## src/rtl/dma_io_responder.sv

```systemverilog
// rtl/dma_io_responder.sv - 8237A-style DMA peripheral endpoint with TX/RX byte FIFOs
module dma_io_responder #(
  parameter int FIFO_DEPTH       = 8,
  parameter bit DREQ_ACTIVE_HIGH = 1'b1,
  parameter bit DACK_ACTIVE_HIGH = 1'b0
) (
  input  logic        CLK,
  input  logic        RESET,
  input  logic        xfer_en,
  input  logic        xfer_dir,
  input  logic [15:0] count_limit,
  input  logic [7:0]  src_data,
  input  logic        src_valid,
  output logic        src_ready,
  output logic [7:0]  snk_data,
  output logic        snk_valid,
  input  logic        snk_ready,
  output logic        DREQ,
  input  logic        DACK,
  input  logic        IOR_N,
  input  logic        IOW_N,
  input  logic        EOP_N_IN,
  output logic        EOP_N_OUT,
  input  logic [7:0]  db_in,
  output logic [7:0]  db_out,
  output logic        db_oe,
  output logic [15:0] xfer_cnt,
  output logic        term_done,
  output logic        err
);
  localparam int AW = (FIFO_DEPTH > 1) ? $clog2(FIFO_DEPTH) : 1;

  typedef enum logic [2:0] {IDLE, REQ, XFER, RECOVER, TERM} state_t;
  state_t state, state_next;

  logic [7:0]    tx_mem [FIFO_DEPTH];
  logic [7:0]    rx_mem [FIFO_DEPTH];
  logic [AW-1:0] tx_wp, tx_rp, rx_wp, rx_rp;
  logic [AW:0]   tx_cnt, rx_cnt;
  logic          tx_empty, tx_full, rx_empty, rx_full;
  logic          tx_push, tx_pop, rx_push, rx_pop;

  logic ack, ior, iow, strobe, wrong, have_work, start, strobe_rel, do_xfer;
  logic limit_hit, drive, err_set, dreq_now, dreq_next;
  logic term_pend, xfer_bad, dreq_q, xfer_en_q;
  logic [7:0] wr_byte;

  assign ack       = (DACK == DACK_ACTIVE_HIGH);
  assign ior       = !IOR_N;
  assign iow       = !IOW_N;
  assign strobe    = xfer_dir ? iow : ior;
  assign wrong     = xfer_dir ? ior : iow;

  // Occupancy counters carry one extra bit so full is simply the MSB.
  assign tx_empty  = (tx_cnt == '0);
  assign tx_full   = tx_cnt[AW];
  assign rx_empty  = (rx_cnt == '0);
  assign rx_full   = rx_cnt[AW];

  assign have_work  = xfer_dir ? !rx_full : !tx_empty;
  assign start      = ack && strobe && !wrong && have_work;
  assign strobe_rel = (state == XFER) && !strobe;
  assign do_xfer    = strobe_rel && !xfer_bad && !(ack && wrong) && (xfer_dir ? !rx_full : !tx_empty);
  assign limit_hit  = (count_limit != 16'd0) && (xfer_cnt == count_limit - 16'd1);
  assign drive      = !xfer_dir && ior && !iow && (ack || state == XFER);
  assign err_set    = ack && (wrong || (!xfer_dir && ior && tx_empty) || (xfer_dir && iow && rx_full));

  assign src_ready = !tx_full;
  assign snk_valid = !rx_empty;
  assign snk_data  = rx_mem[rx_rp];
  assign tx_push   = src_valid && src_ready;
  assign rx_pop    = snk_valid && snk_ready;
  assign tx_pop    = do_xfer && !xfer_dir;
  assign rx_push   = do_xfer && xfer_dir;

  assign DREQ      = DREQ_ACTIVE_HIGH ? dreq_q : !dreq_q;
  assign EOP_N_OUT = !((state == XFER) && limit_hit);

  assign dreq_now  = state inside {REQ, XFER, RECOVER};
  assign dreq_next = state_next inside {REQ, XFER, RECOVER};

  always_comb begin
    state_next = state;
    case (state)
      IDLE:    if (term_pend) state_next = TERM;
               else if (xfer_en && have_work && !term_done) state_next = REQ;
      REQ:     if (start) state_next = XFER;
               else if (!xfer_en) state_next = IDLE;
      XFER:    if (!strobe) state_next = RECOVER;
      RECOVER: if (term_pend) state_next = TERM;
               else if (xfer_en && have_work) state_next = REQ;
               else state_next = IDLE;
      TERM:    if (!xfer_en) state_next = IDLE;
      default: state_next = IDLE;
    endcase
  end

  always_ff @(posedge CLK) begin
    if (tx_push) tx_mem[tx_wp] <= src_data;
    if (rx_push) rx_mem[rx_wp] <= wr_byte;
  end

  always_ff @(posedge CLK) begin
    if (RESET) begin
      tx_wp <= '0; tx_rp <= '0; tx_cnt <= '0;
      rx_wp <= '0; rx_rp <= '0; rx_cnt <= '0;
    end else begin
      if (tx_push) tx_wp <= tx_wp + 1'b1;
      if (tx_pop)  tx_rp <= tx_rp + 1'b1;
      if (tx_push && !tx_pop)      tx_cnt <= tx_cnt + 1'b1;
      else if (!tx_push && tx_pop) tx_cnt <= tx_cnt - 1'b1;
      if (rx_push) rx_wp <= rx_wp + 1'b1;
      if (rx_pop)  rx_rp <= rx_rp + 1'b1;
      if (rx_push && !rx_pop)      rx_cnt <= rx_cnt + 1'b1;
      else if (!rx_push && rx_pop) rx_cnt <= rx_cnt - 1'b1;
    end
  end

  always_ff @(posedge CLK) begin
    if (RESET) begin
      state     <= IDLE;
      dreq_q    <= 1'b0;
      db_oe     <= 1'b0;
      db_out    <= 8'h00;
      xfer_cnt  <= 16'd0;
      term_done <= 1'b0;
      err       <= 1'b0;
      term_pend <= 1'b0;
      xfer_bad  <= 1'b0;
      xfer_en_q <= 1'b0;
      wr_byte   <= 8'h00;
    end else begin
      state     <= state_next;
      xfer_en_q <= xfer_en;
      dreq_q    <= dreq_now && dreq_next;
      db_oe     <= drive;
      db_out    <= drive ? (tx_empty ? 8'hFF : tx_mem[tx_rp]) : 8'h00;
      term_done <= (state_next == TERM);
      if (err_set) err <= 1'b1;
      if (iow) wr_byte <= db_in;
      // A protocol violation inside a strobe spoils that byte only.
      if (state == XFER) begin
        if (ack && wrong) xfer_bad <= 1'b1;
      end else begin
        xfer_bad <= 1'b0;
      end
      if ((do_xfer && limit_hit) || (!EOP_N_IN && (ack || state == XFER))) term_pend <= 1'b1;
      if (state == TERM && !xfer_en) term_pend <= 1'b0;
      if ((state == TERM && !xfer_en) || (xfer_en && !xfer_en_q)) xfer_cnt <= 16'd0;
      else if (do_xfer && xfer_cnt != 16'hFFFF) xfer_cnt <= xfer_cnt + 16'd1;
    end
  end
endmodule

```

## config.mk

```make
export PLATFORM = sky130hd
export DESIGN_NAME = dma_io_responder
export DESIGN_NICKNAME = d
export VERILOG_FILES = /design/src/rtl/dma_io_responder.sv
export SDC_FILE = /design/constraint.sdc
export NUM_CORES = 1
export LEC_CHECK = 0
export ABC_AREA = 1
export CELL_PAD_IN_SITES_DETAIL_PLACEMENT = 0
export CELL_PAD_IN_SITES_GLOBAL_PLACEMENT = 2
export CORE_ASPECT_RATIO = 1.4
export CORE_MARGIN = 2
export CORE_UTILIZATION = 36
export CTS_CLUSTER_DIAMETER = 120
export DETAILED_ROUTE_END_ITERATION = 10
export PLACE_DENSITY = 0.86
export SETUP_SLACK_MARGIN = 0.1
export SLEW_MARGIN = 20
export SYNTH_ARGS = -nofsm -noshare
export SYNTH_HDL_FRONTEND = slang
export SYNTH_SLANG_ARGS = --single-unit
export TNS_END_PERCENT = 20
```

## constraint.sdc

```tcl
create_clock -name CLK -period 3.6 [get_ports CLK]
set_input_delay 0.54 -clock CLK [delete_from_list [all_inputs] [get_ports CLK]]
set_output_delay 0.54 -clock CLK [all_outputs]
set_load 0.02 [all_outputs]
```

==> flow_summary.toml, run 1 <==
[grt]
grt_overflow = 0
grt_antenna_before_repair = 0
grt_max_degree = 34
grt_usage = 0.170
grt_pass1_wl_um = 33200
grt_pass1_vias = 6341

[logic_synthesis]
syn-instance-count = 911
synthArstFlopShare = 0
syn_area_per_cell_sq_um = 9.54
synth_top_cell_by_area = "edfxtp_1"
ys_warn_count = 0
synth.ff_latch_count = 196
yosys-top-cells-area = "edfxtp_1, dfxtp_1, nand2_1, nor2_1, o21ai_0"
yosysSeqAreaShare = 0.599
synth_nets = 967
synth.top_cell.area_share = 0.442
ys_types = 41
ys.flop_type = "edfxtp_1"
synth_edf_count = 128
synthTopCellsByCount = "nand2_1, nor2_1, edfxtp_1, inv_1, o21ai_0"
post-synth-top-count-cell = "nand2_1"
synth_area_sq_um = 8690

[worst_hold_path]
hold_class = "reg -> reg"
hold_end = "rx_rp[2]"
min_from = "rx_rp[2]"
holdPathStages = 2

[clock_network]
clockRootBuffer = "clkbuf_16"
h-tree-depth = 4
clock_sinks = 196
clk_path_buf_depth = 2
clk_latency_ps = 430
cts_tree = "built"
cts_buffers = 17
post_cts.repair.setup_buffers = 0
ctsHoldBuffers = 0
clk_pin_slew_ps = 70

[detailed_routing]
detail-route-antenna-nets = 0
wirelength_um = 20500
first_iter_violations = 347
vias = 6379
routed_via_density = 4.79
dr.pass1.iters = 5
drc = 0
post_drt_wl_per_cell_um = 15.4

[worst_setup_path]
cp-end-kind = "output port"
path_cells = "clkdlybuf4s50_1 > inv_1 > ha_1 > nand3_1 > nor2_1 > buf_4 > nand2_1 > nand2_1 > nand2_1 > nand3_1 > nor3_2 > nand3_1 > dlymetal6s2s_1"
cpPeakStageDelay_ps = 490
timing.rr.end = "tx_cnt[3]"
reg2reg_slack_ps = 640
startpoint_type = "input port"
path_max_fanout = 6
critPathArrivalTime_ps = 2560
reg2reg_depth = 18
reg2reg_from = "tx_cnt[1]"
required_ps = 3060
path_class = "in -> out"
worst_path_max_delay_cell = "clkdlybuf4s50_1"

[layout]
n_antenna_cell = 0
drive_gt1_frac = 0.0831
nets = 1066
nFillCells = 2339
syn2layout_area_growth_pct = 21.4
instances_no_fill = 1333
fin_util = 0.443

[timing]
fin_crit_ps = 3100
setup_violations = 0
rsz0062_at_grt = "false"
whs_ps = 462
hold_viol_final = 0
fin_ws_ps = 499
maxSlewViolCount = 0
fin_crit_sh = 0.861
maxSlewHeadroom = 0.357
setup_tns_ps = 0
worstMarginPinSlew_ps = 960
fmax_ghz = 0.322
skew_ps = 10.2

[floorplan]
die_width_um = 135
dieArea_sq_um = 25400
core_area_sq_um = 23800
ios = 81
num_rows = 67
die_y_um = 188
start_util = 0.365

[flow_run]
drv_cap = 0

[placement]
portBuffers = 80
dp_slack_ps = 121
dp_hpwl_um = 14400
gp_congestion = 0.800
dp.cells = 1301

[outcome]
status = "complete, no violations"

[power]
p_per_area_nw_per_um2 = 520
ir_worst_vdd_mv = 0.371
p_leak_nw = 4.05
## logic make-up (layout without fill, tap and decap cells)
kind of cell,Yosys count,after routing,synth area share
AOI/OAI and AO/OA,184,184,0.120
DFF,196,196,0.599
adders and majority gates,14,14,0.0219
and+or+nand+nor,376,376,0.184
xor gates and xnor gates,19,19,0.0192
buffers and inverters,122,234,0.0566
## flip-flops by register name, indices dropped and copies added, names as in the netlist, 3 cells and up, named ones only
register  cells
rx_mem       64
tx_mem       64
xfer_cnt     16
db_out        8
wr_byte       8
rx_cnt        4
tx_cnt        4
rx_rp         3
rx_wp         3
state         3
tx_rp         3
tx_wp         3
## how the worst max path moves through the flow
stage | startpoint | to | slack (ps) | depth (start not counted)
floorplan | IOW_N | tx_cnt[3] | 810 | 18
global placement | count_limit[0] | EOP_N_OUT | 140 | 13
detailed placement | count_limit[0] | EOP_N_OUT | 120 | 13
CTS | count_limit[0] | EOP_N_OUT | 120 | 13
global route | count_limit[0] | EOP_N_OUT | 190 | 14
finish | count_limit[0] | EOP_N_OUT | 500 | 13
## area by class of cell
class                   count  area, sq um  area share
clock buffers              18          429      0.0407
clock inverters            14          143      0.0135
inverters                  92          348      0.0330
multi-input cells         593         2990       0.284
flip-flops and latches    196         5200       0.494
well taps                 310          388      0.0368
repair buffers            110         1040      0.0987
## critical path: cells and delay by family
family                   cells  cell delay [ps]
buffers and inverters        4              950
AND/OR/NAND/NOR              8              850
adder cells (fa/ha/maj)      1              230
## routing by layer
| metal | GRT usage | part of all wire | up-vias |
|---|---|---|---|
| met5 | 0 | 0 | - |
| met4 | 0.0517 | 0.017 | 0 |
| met3 | 0.0284 | 0.029 | 24 |
| met2 | 0.319 | 0.55 | 97 |
| met1 | 0.194 | 0.41 | 2961 |
| li1 | - | - | 3297 |
## layout by cell type, fill, tap and decap left out, types with 2 or more instances in the layout
| master | n |
|---|---|
| nand2_1 | 151 |
| nor2_1 | 145 |
| edfxtp_1 | 128 |
| inv_1 | 84 |
| clkdlybuf4s50_1 | 79 |
| o21ai_0 | 74 |
| dfxtp_1 | 68 |
| a21oi_1 | 67 |
| nand3_1 | 29 |
| buf_4 | 29 |
| nor3_1 | 25 |
| clkbuf_16 | 17 |
| xor2_1 | 12 |
| ha_1 | 12 |
| o22ai_1 | 8 |
| a31oi_1 | 8 |
| a221oi_1 | 8 |
| a221o_1 | 8 |
| inv_2 | 7 |
| xnor2_1 | 7 |
| nand3b_1 | 5 |
| nand2_2 | 4 |
| nand4_1 | 4 |
| nor4_1 | 3 |
| nor3_2 | 3 |
| a211oi_1 | 3 |
| inv_8 | 3 |
| inv_6 | 3 |
| a21oi_2 | 2 |
| o21ai_2 | 2 |
| nor2_4 | 2 |
| nand2_4 | 2 |
| fa_1 | 2 |
| clkinv_1 | 2 |
| clkinvlp_4 | 2 |
## repair_timing
action                                  4_1_cts  5_1_grt
hold endpoints to repair                      0        0
endpoints found under the setup margin        0        1
gates resized for setup                       0        1
## stage by stage
step                      instance area [sq um]  power [mW]
after floorplan                            8690        3.26
after global placement                     9970        3.72
after detailed placement                   9970        3.72
after CTS                                 10500        5.57
after global routing                      10500        5.78
final                                     10500        5.48
## power by group
part,switching (mW),internal [mW]
logic,0.653,0.443
registers,0.0653,2.49
clock network,0.861,0.975
total,1.58,3.91
Power figures use the tool's default switching activity.
==> inputs of run 2 (changes only) <==
==> constraint.sdc (replaced) <==
create_clock -name CLK -period 3.6 [get_ports CLK]
set_input_delay 0.54 -clock CLK [delete_from_list [all_inputs] [get_ports CLK]]
set_output_delay 0.54 -clock CLK [all_outputs]
set_load 0.005 [all_outputs]
==> run 2 against run 1 <==
Effect of this change:
- clock skew increased by 2.6 ps
- core utilization decreased by 0.19 points
- die area unchanged
- via count increased by 0.83%
- global-route usage decreased by 0.18 points
- worst setup slack got worse by 40 ps
- register-to-register slack improved by 30 ps
- total power decreased by 2.6%
- critical endpoint is now snk_data[6]
- largest cell class unchanged
==> flow_summary.toml, run 2 (synthesized netlist as in run 1, its figures left out) <==
[outcome]
status = "complete, no violations"

[layout]
largestRegisters = "rx_mem x64, tx_mem x64, xfer_cnt x16"
syn2layout_area_growth_pct = 20.8
final_common_cell = "nand2_1"
n_antenna_cell = 0
nFillCells = 2346
ff_latch_area_sq_um = 5200
nets = 1059
drive_gt1_frac = 0.0807
multi_input_area_sq_um = 3010
layout_common_cells = "nand2_1, nor2_1, edfxtp_1"

[worst_setup_path]
reg2reg_slack_ps = 670
required_ps = 3060
path_class = "reg -> out"
path_max_fanout = 20
cp-end-kind = "output port"
critPathArrivalTime_ps = 2600
startpoint_type = "flip-flop"
cpPeakStageDelay_ps = 790
reg2reg_depth = 18
worst_path_max_delay_cell = "dfxtp_1"
path_cells = "buf_4 > o21ai_0 > o22ai_1 > nor2_1 > a31oi_1 > clkdlybuf4s50_1"

[detailed_routing]
dr.pass1.iters = 7
post_drt_wl_per_cell_um = 15.4
detail-route-antenna-nets = 0
drc = 0
first_iter_violations = 282
routed_via_density = 4.85
wirelength_um = 20500
vias = 6432

[clock_network]
cts_tree = "built"
ctsHoldBuffers = 0
clock_sinks = 196
clk_latency_ps = 440
cts_buffers = 17
clockRootBuffer = "clkbuf_16"
h-tree-depth = 4
clk_path_buf_depth = 2
clk_pin_slew_ps = 70

[timing]
rsz0062_at_grt = "false"
skew_ps = 12.8
hold_viol_final = 0
setup_violations = 0
maxSlewHeadroom = 0.328
setup_tns_ps = 0
fin_crit_sh = 0.873
fin_crit_ps = 3140
fmax_ghz = 0.318
worstMarginPinSlew_ps = 1000
maxSlewViolCount = 0

[grt]
grt_max_degree = 34
grt_overflow = 0
grt_pass1_vias = 6314
top_usage_layer = "met2"
grt_usage = 0.168
grt_pass1_wl_um = 32800
use_met1 = 0.195
gr-usage-met3 = 0.0314
grt_use_met2 = 0.306
grt_antenna_before_repair = 0

[floorplan]
ios = 81
die_width_um = 135
core_area_sq_um = 23800
dieArea_sq_um = 25400
start_util = 0.365
die_y_um = 188
num_rows = 67

[power]
ir_worst_vdd_mv = 0.346
p_per_area_nw_per_um2 = 509
total_power_mw = 5.34
p_leak_nw = 4.01

[placement]
dp_hpwl_um = 14100
portBuffers = 80
gp_congestion = 0.787

[worst_hold_path]
holdPathStages = 2
hold_class = "reg -> reg"

[flow_run]
drv_cap = 0
[run 2: power by group]
part           internal, mW  total, mW  leakage, nW  switching [mW]
Sequential             2.49       2.57         1.72          0.0875
Combinational         0.422      0.966         2.01           0.544
Clock                 0.923       1.80        0.280           0.881
Total                  3.83       5.34         4.01            1.51
[run 2: per-layer routing]
metal,vias to the layer above,share of wire
met3,23,0.033
li1,3284,-
met5,-,0
met1,3000,0.42
met2,125,0.53
met4,0,0.018
[run 2: path summary, 6_finish.rpt]
| kind | start | end |
|---|---|---|
| worst min-delay path | rx_rp[2] | flip-flop |
| worst min register to register | rx_rp[2] | flip-flop |
| worst max register to register | tx_cnt[1] | tx_cnt[3] |
| worst max-delay path | flip-flop | snk_data[6] |
[run 2: what timing repair did]
item,CTS,global route
gates resized for setup,0,7
setup buffers,0,1
setup endpoints to repair,0,1
[run 2: cell type report]
type / instances / share of cell area
clock buffers: 19 / 0.0412
clock inverters: 13 / 0.0132
multi-input cells: 593 / 0.287
inverters: 92 / 0.0331
flip-flops and latches: 196 / 0.496
repair buffers: 103 / 0.0929
well taps: 310 / 0.0369
[run 2: through the flow]
| step | setup slack, ps | cells | util | hold slack, ps | instance area (sq um) |
|---|---|---|---|---|---|
| after CTS | 105 | 1325 | 0.440 | 471 | 10500 |
| after floorplan | 816 | 911 | - | 433 | 8690 |
| after global routing | 262 | 1326 | 0.441 | 511 | 10500 |
| final | 459 | 1326 | 0.441 | 468 | 10500 |
| after detailed placement | 111 | 1293 | 0.416 | 460 | 9900 |
| after global placement | 143 | 1293 | 0.416 | 448 | 9900 |
[run 2: critical path: cells and delay by family (launching register included)]
family | cells | cell delay, ps
DFF | 1 | 790
buffers and inverters | 2 | 850
and+or+nand+nor | 1 | 60
AOI/OAI and AO/OA | 3 | 460
==> inputs of run 3 (changes only) <==
--- a/config.mk
+++ b/config.mk
@@ -13,7 +13,7 @@
 export CORE_UTILIZATION = 36
 export CTS_CLUSTER_DIAMETER = 120
 export DETAILED_ROUTE_END_ITERATION = 10
-export PLACE_DENSITY = 0.86
+export PLACE_DENSITY_LB_ADDON = 0.1
 export SETUP_SLACK_MARGIN = 0.1
 export SLEW_MARGIN = 20
 export SYNTH_ARGS = -nofsm -noshare
==> run 3 against run 2 <==
Effect of this change:
- wire length increased by 5.0%
- core utilization grew 0.28 points
- critical path depth is 6 higher
- sequential power about the same
- combinational power grew 3.0%
- total power up 1.7%
- highest routed layer unchanged
- via count about the same
- design area is 0.64% higher
- clock skew fell by 3.9 ps
- global-route usage is 0.88 points higher
- first-iteration DRC count grew 7.1%
- final cell count increased by 0.23%
==> flow_summary.toml, run 3 (synthesized netlist as in run 1, its figures left out) <==
[outcome]
status = "complete, no violations"

[clock_network]
clk_latency_ps = 430
clock_sinks = 196
clk_pin_slew_ps = 70
cts_buffers = 17
post_cts.repair.setup_buffers = 0
cts_resized = 1
clockRootBuffer = "clkbuf_16"
clk_path_buf_depth = 2
cts_tree = "built"
ctsHoldBuffers = 0
h-tree-depth = 4

[worst_setup_path]
critical-path-top-delay-family = "buffers and inverters"
path_cells = "clkdlybuf4s50_1 > inv_1 > ha_2 > xor2_1 > nand2_1 > nor2_1 > nand2_1 > nor2_2 > nand2_1 > nor3_4 > nand3_1 > dlymetal6s2s_1"
path_class = "in -> out"
cpPeakStageDelay_ps = 500
worst-path-buf-inv = 3
worst_path_max_delay_cell = "clkdlybuf4s50_1"
crit_top_cell = "nand2_1"
path_max_fanout = 3
critPathArrivalTime_ps = 2480
required_ps = 3060
startpoint_type = "input port"
cp-end-kind = "output port"

[floorplan]
die_width_um = 135
die_y_um = 188
core_area_sq_um = 23800
ios = 81
num_rows = 67
dieArea_sq_um = 25400
start_util = 0.365

[detailed_routing]
drc = 0
dr.pass1.iters = 4
routed_via_density = 4.84
vias = 6428
first_iter_violations = 302
wirelength_um = 21500
post_drt_wl_per_cell_um = 16.2
detail-route-antenna-nets = 0

[timing]
fmax_ghz = 0.331
maxSlewViolCount = 0
whs_ps = 485
skew_ps = 8.92
maxSlewHeadroom = 0.333
fin_crit_sh = 0.839
fin_crit_ps = 3020
worstMarginPinSlew_ps = 999
setup_tns_ps = 0
setup_violations = 0
hold_viol_final = 0
rsz0062_at_grt = "false"

[layout]
syn2layout_area_growth_pct = 21.6
largestRegisters = "rx_mem x64, tx_mem x64, xfer_cnt x16"
n_antenna_cell = 0
final_common_cell = "nand2_1"
drive_gt1_frac = 0.0903
nets = 1062
layout_common_cells = "nand2_1, nor2_1, edfxtp_1"

[power]
ir_worst_vdd_mv = 0.342
p_per_area_nw_per_um2 = 514
p_leak_nw = 4.06

[grt]
grt_max_degree = 34
grt_overflow = 0
grt_antenna_before_repair = 1
grt_usage = 0.177
grt_pass1_vias = 6368
grt_pass1_wl_um = 34100

[placement]
gp_congestion = 0.752
portBuffers = 80
dp_hpwl_um = 15100

[flow_run]
drv_cap = 0

[worst_hold_path]
hold_class = "reg -> reg"
run 3: cell types whose count changed in the layout (fill, tap and decap cells not counted), moves of 3 or more:
cell,before,now
clkinv_8,4,0
clkinvlp_4,0,4
buf_4,23,26
clkdlybuf4s50_1,79,76
clkinv_4,0,3
dlymetal6s2s_1,1,4
inv_6,6,3
nor2_1,144,141
nor2_2,0,3
run 3: power by group:
group / total, mW / internal [mW] / switching, mW
Sequential: 2.55 / 2.49 / 0.0670
Combinational: 0.995 / 0.427 / 0.568
Clock: 1.89 / 1.01 / 0.873
Total: 5.43 / 3.93 / 1.51
run 3: per-layer routing:
metal | global-route usage | wire length, um
met5 | 0 | 0
met4 | 0.0473 | 167
met3 | 0.0327 | 525
met1 | 0.195 | 8600
met2 | 0.340 | 12200
run 3: worst min-delay path: stages (launching register included):
cell and delay, ps:
dfxtp_1 320, inv_1 50, a21oi_1 70
run 3: metrics by stage:
stage	setup WS, ps	cell area (sq um)	utilization	instances	power, mW
floorplan	816	8690	-	911	3.18
global placement	87.7	9930	0.417	1297	3.62
detailed placement	57.5	9930	0.417	1297	3.62
CTS	151	10500	0.442	1329	5.51
global route	340	10600	0.444	1329	5.73
finish	581	10600	0.444	1329	5.43
run 3: cell type report:
class                      count  area [sq um]
clock buffer                  18           450
clock inverter                14           140
fill                        2374         13200
inverter                      92           348
multi-input combinational    593          3030
sequential                   196          5200
tap                          310           388
timing repair buffer         106          1010
run 3: worst paths after layout:
kind	from	to	slack [ps]	cells after the start
max reg2reg	tx_cnt[1]	rx_cnt[3]	740	19
max	count_limit[0]	EOP_N_OUT	580	12
min	rx_rp[2]	rx_rp[2]	480	2
min reg2reg	rx_rp[2]	rx_rp[2]	480	2
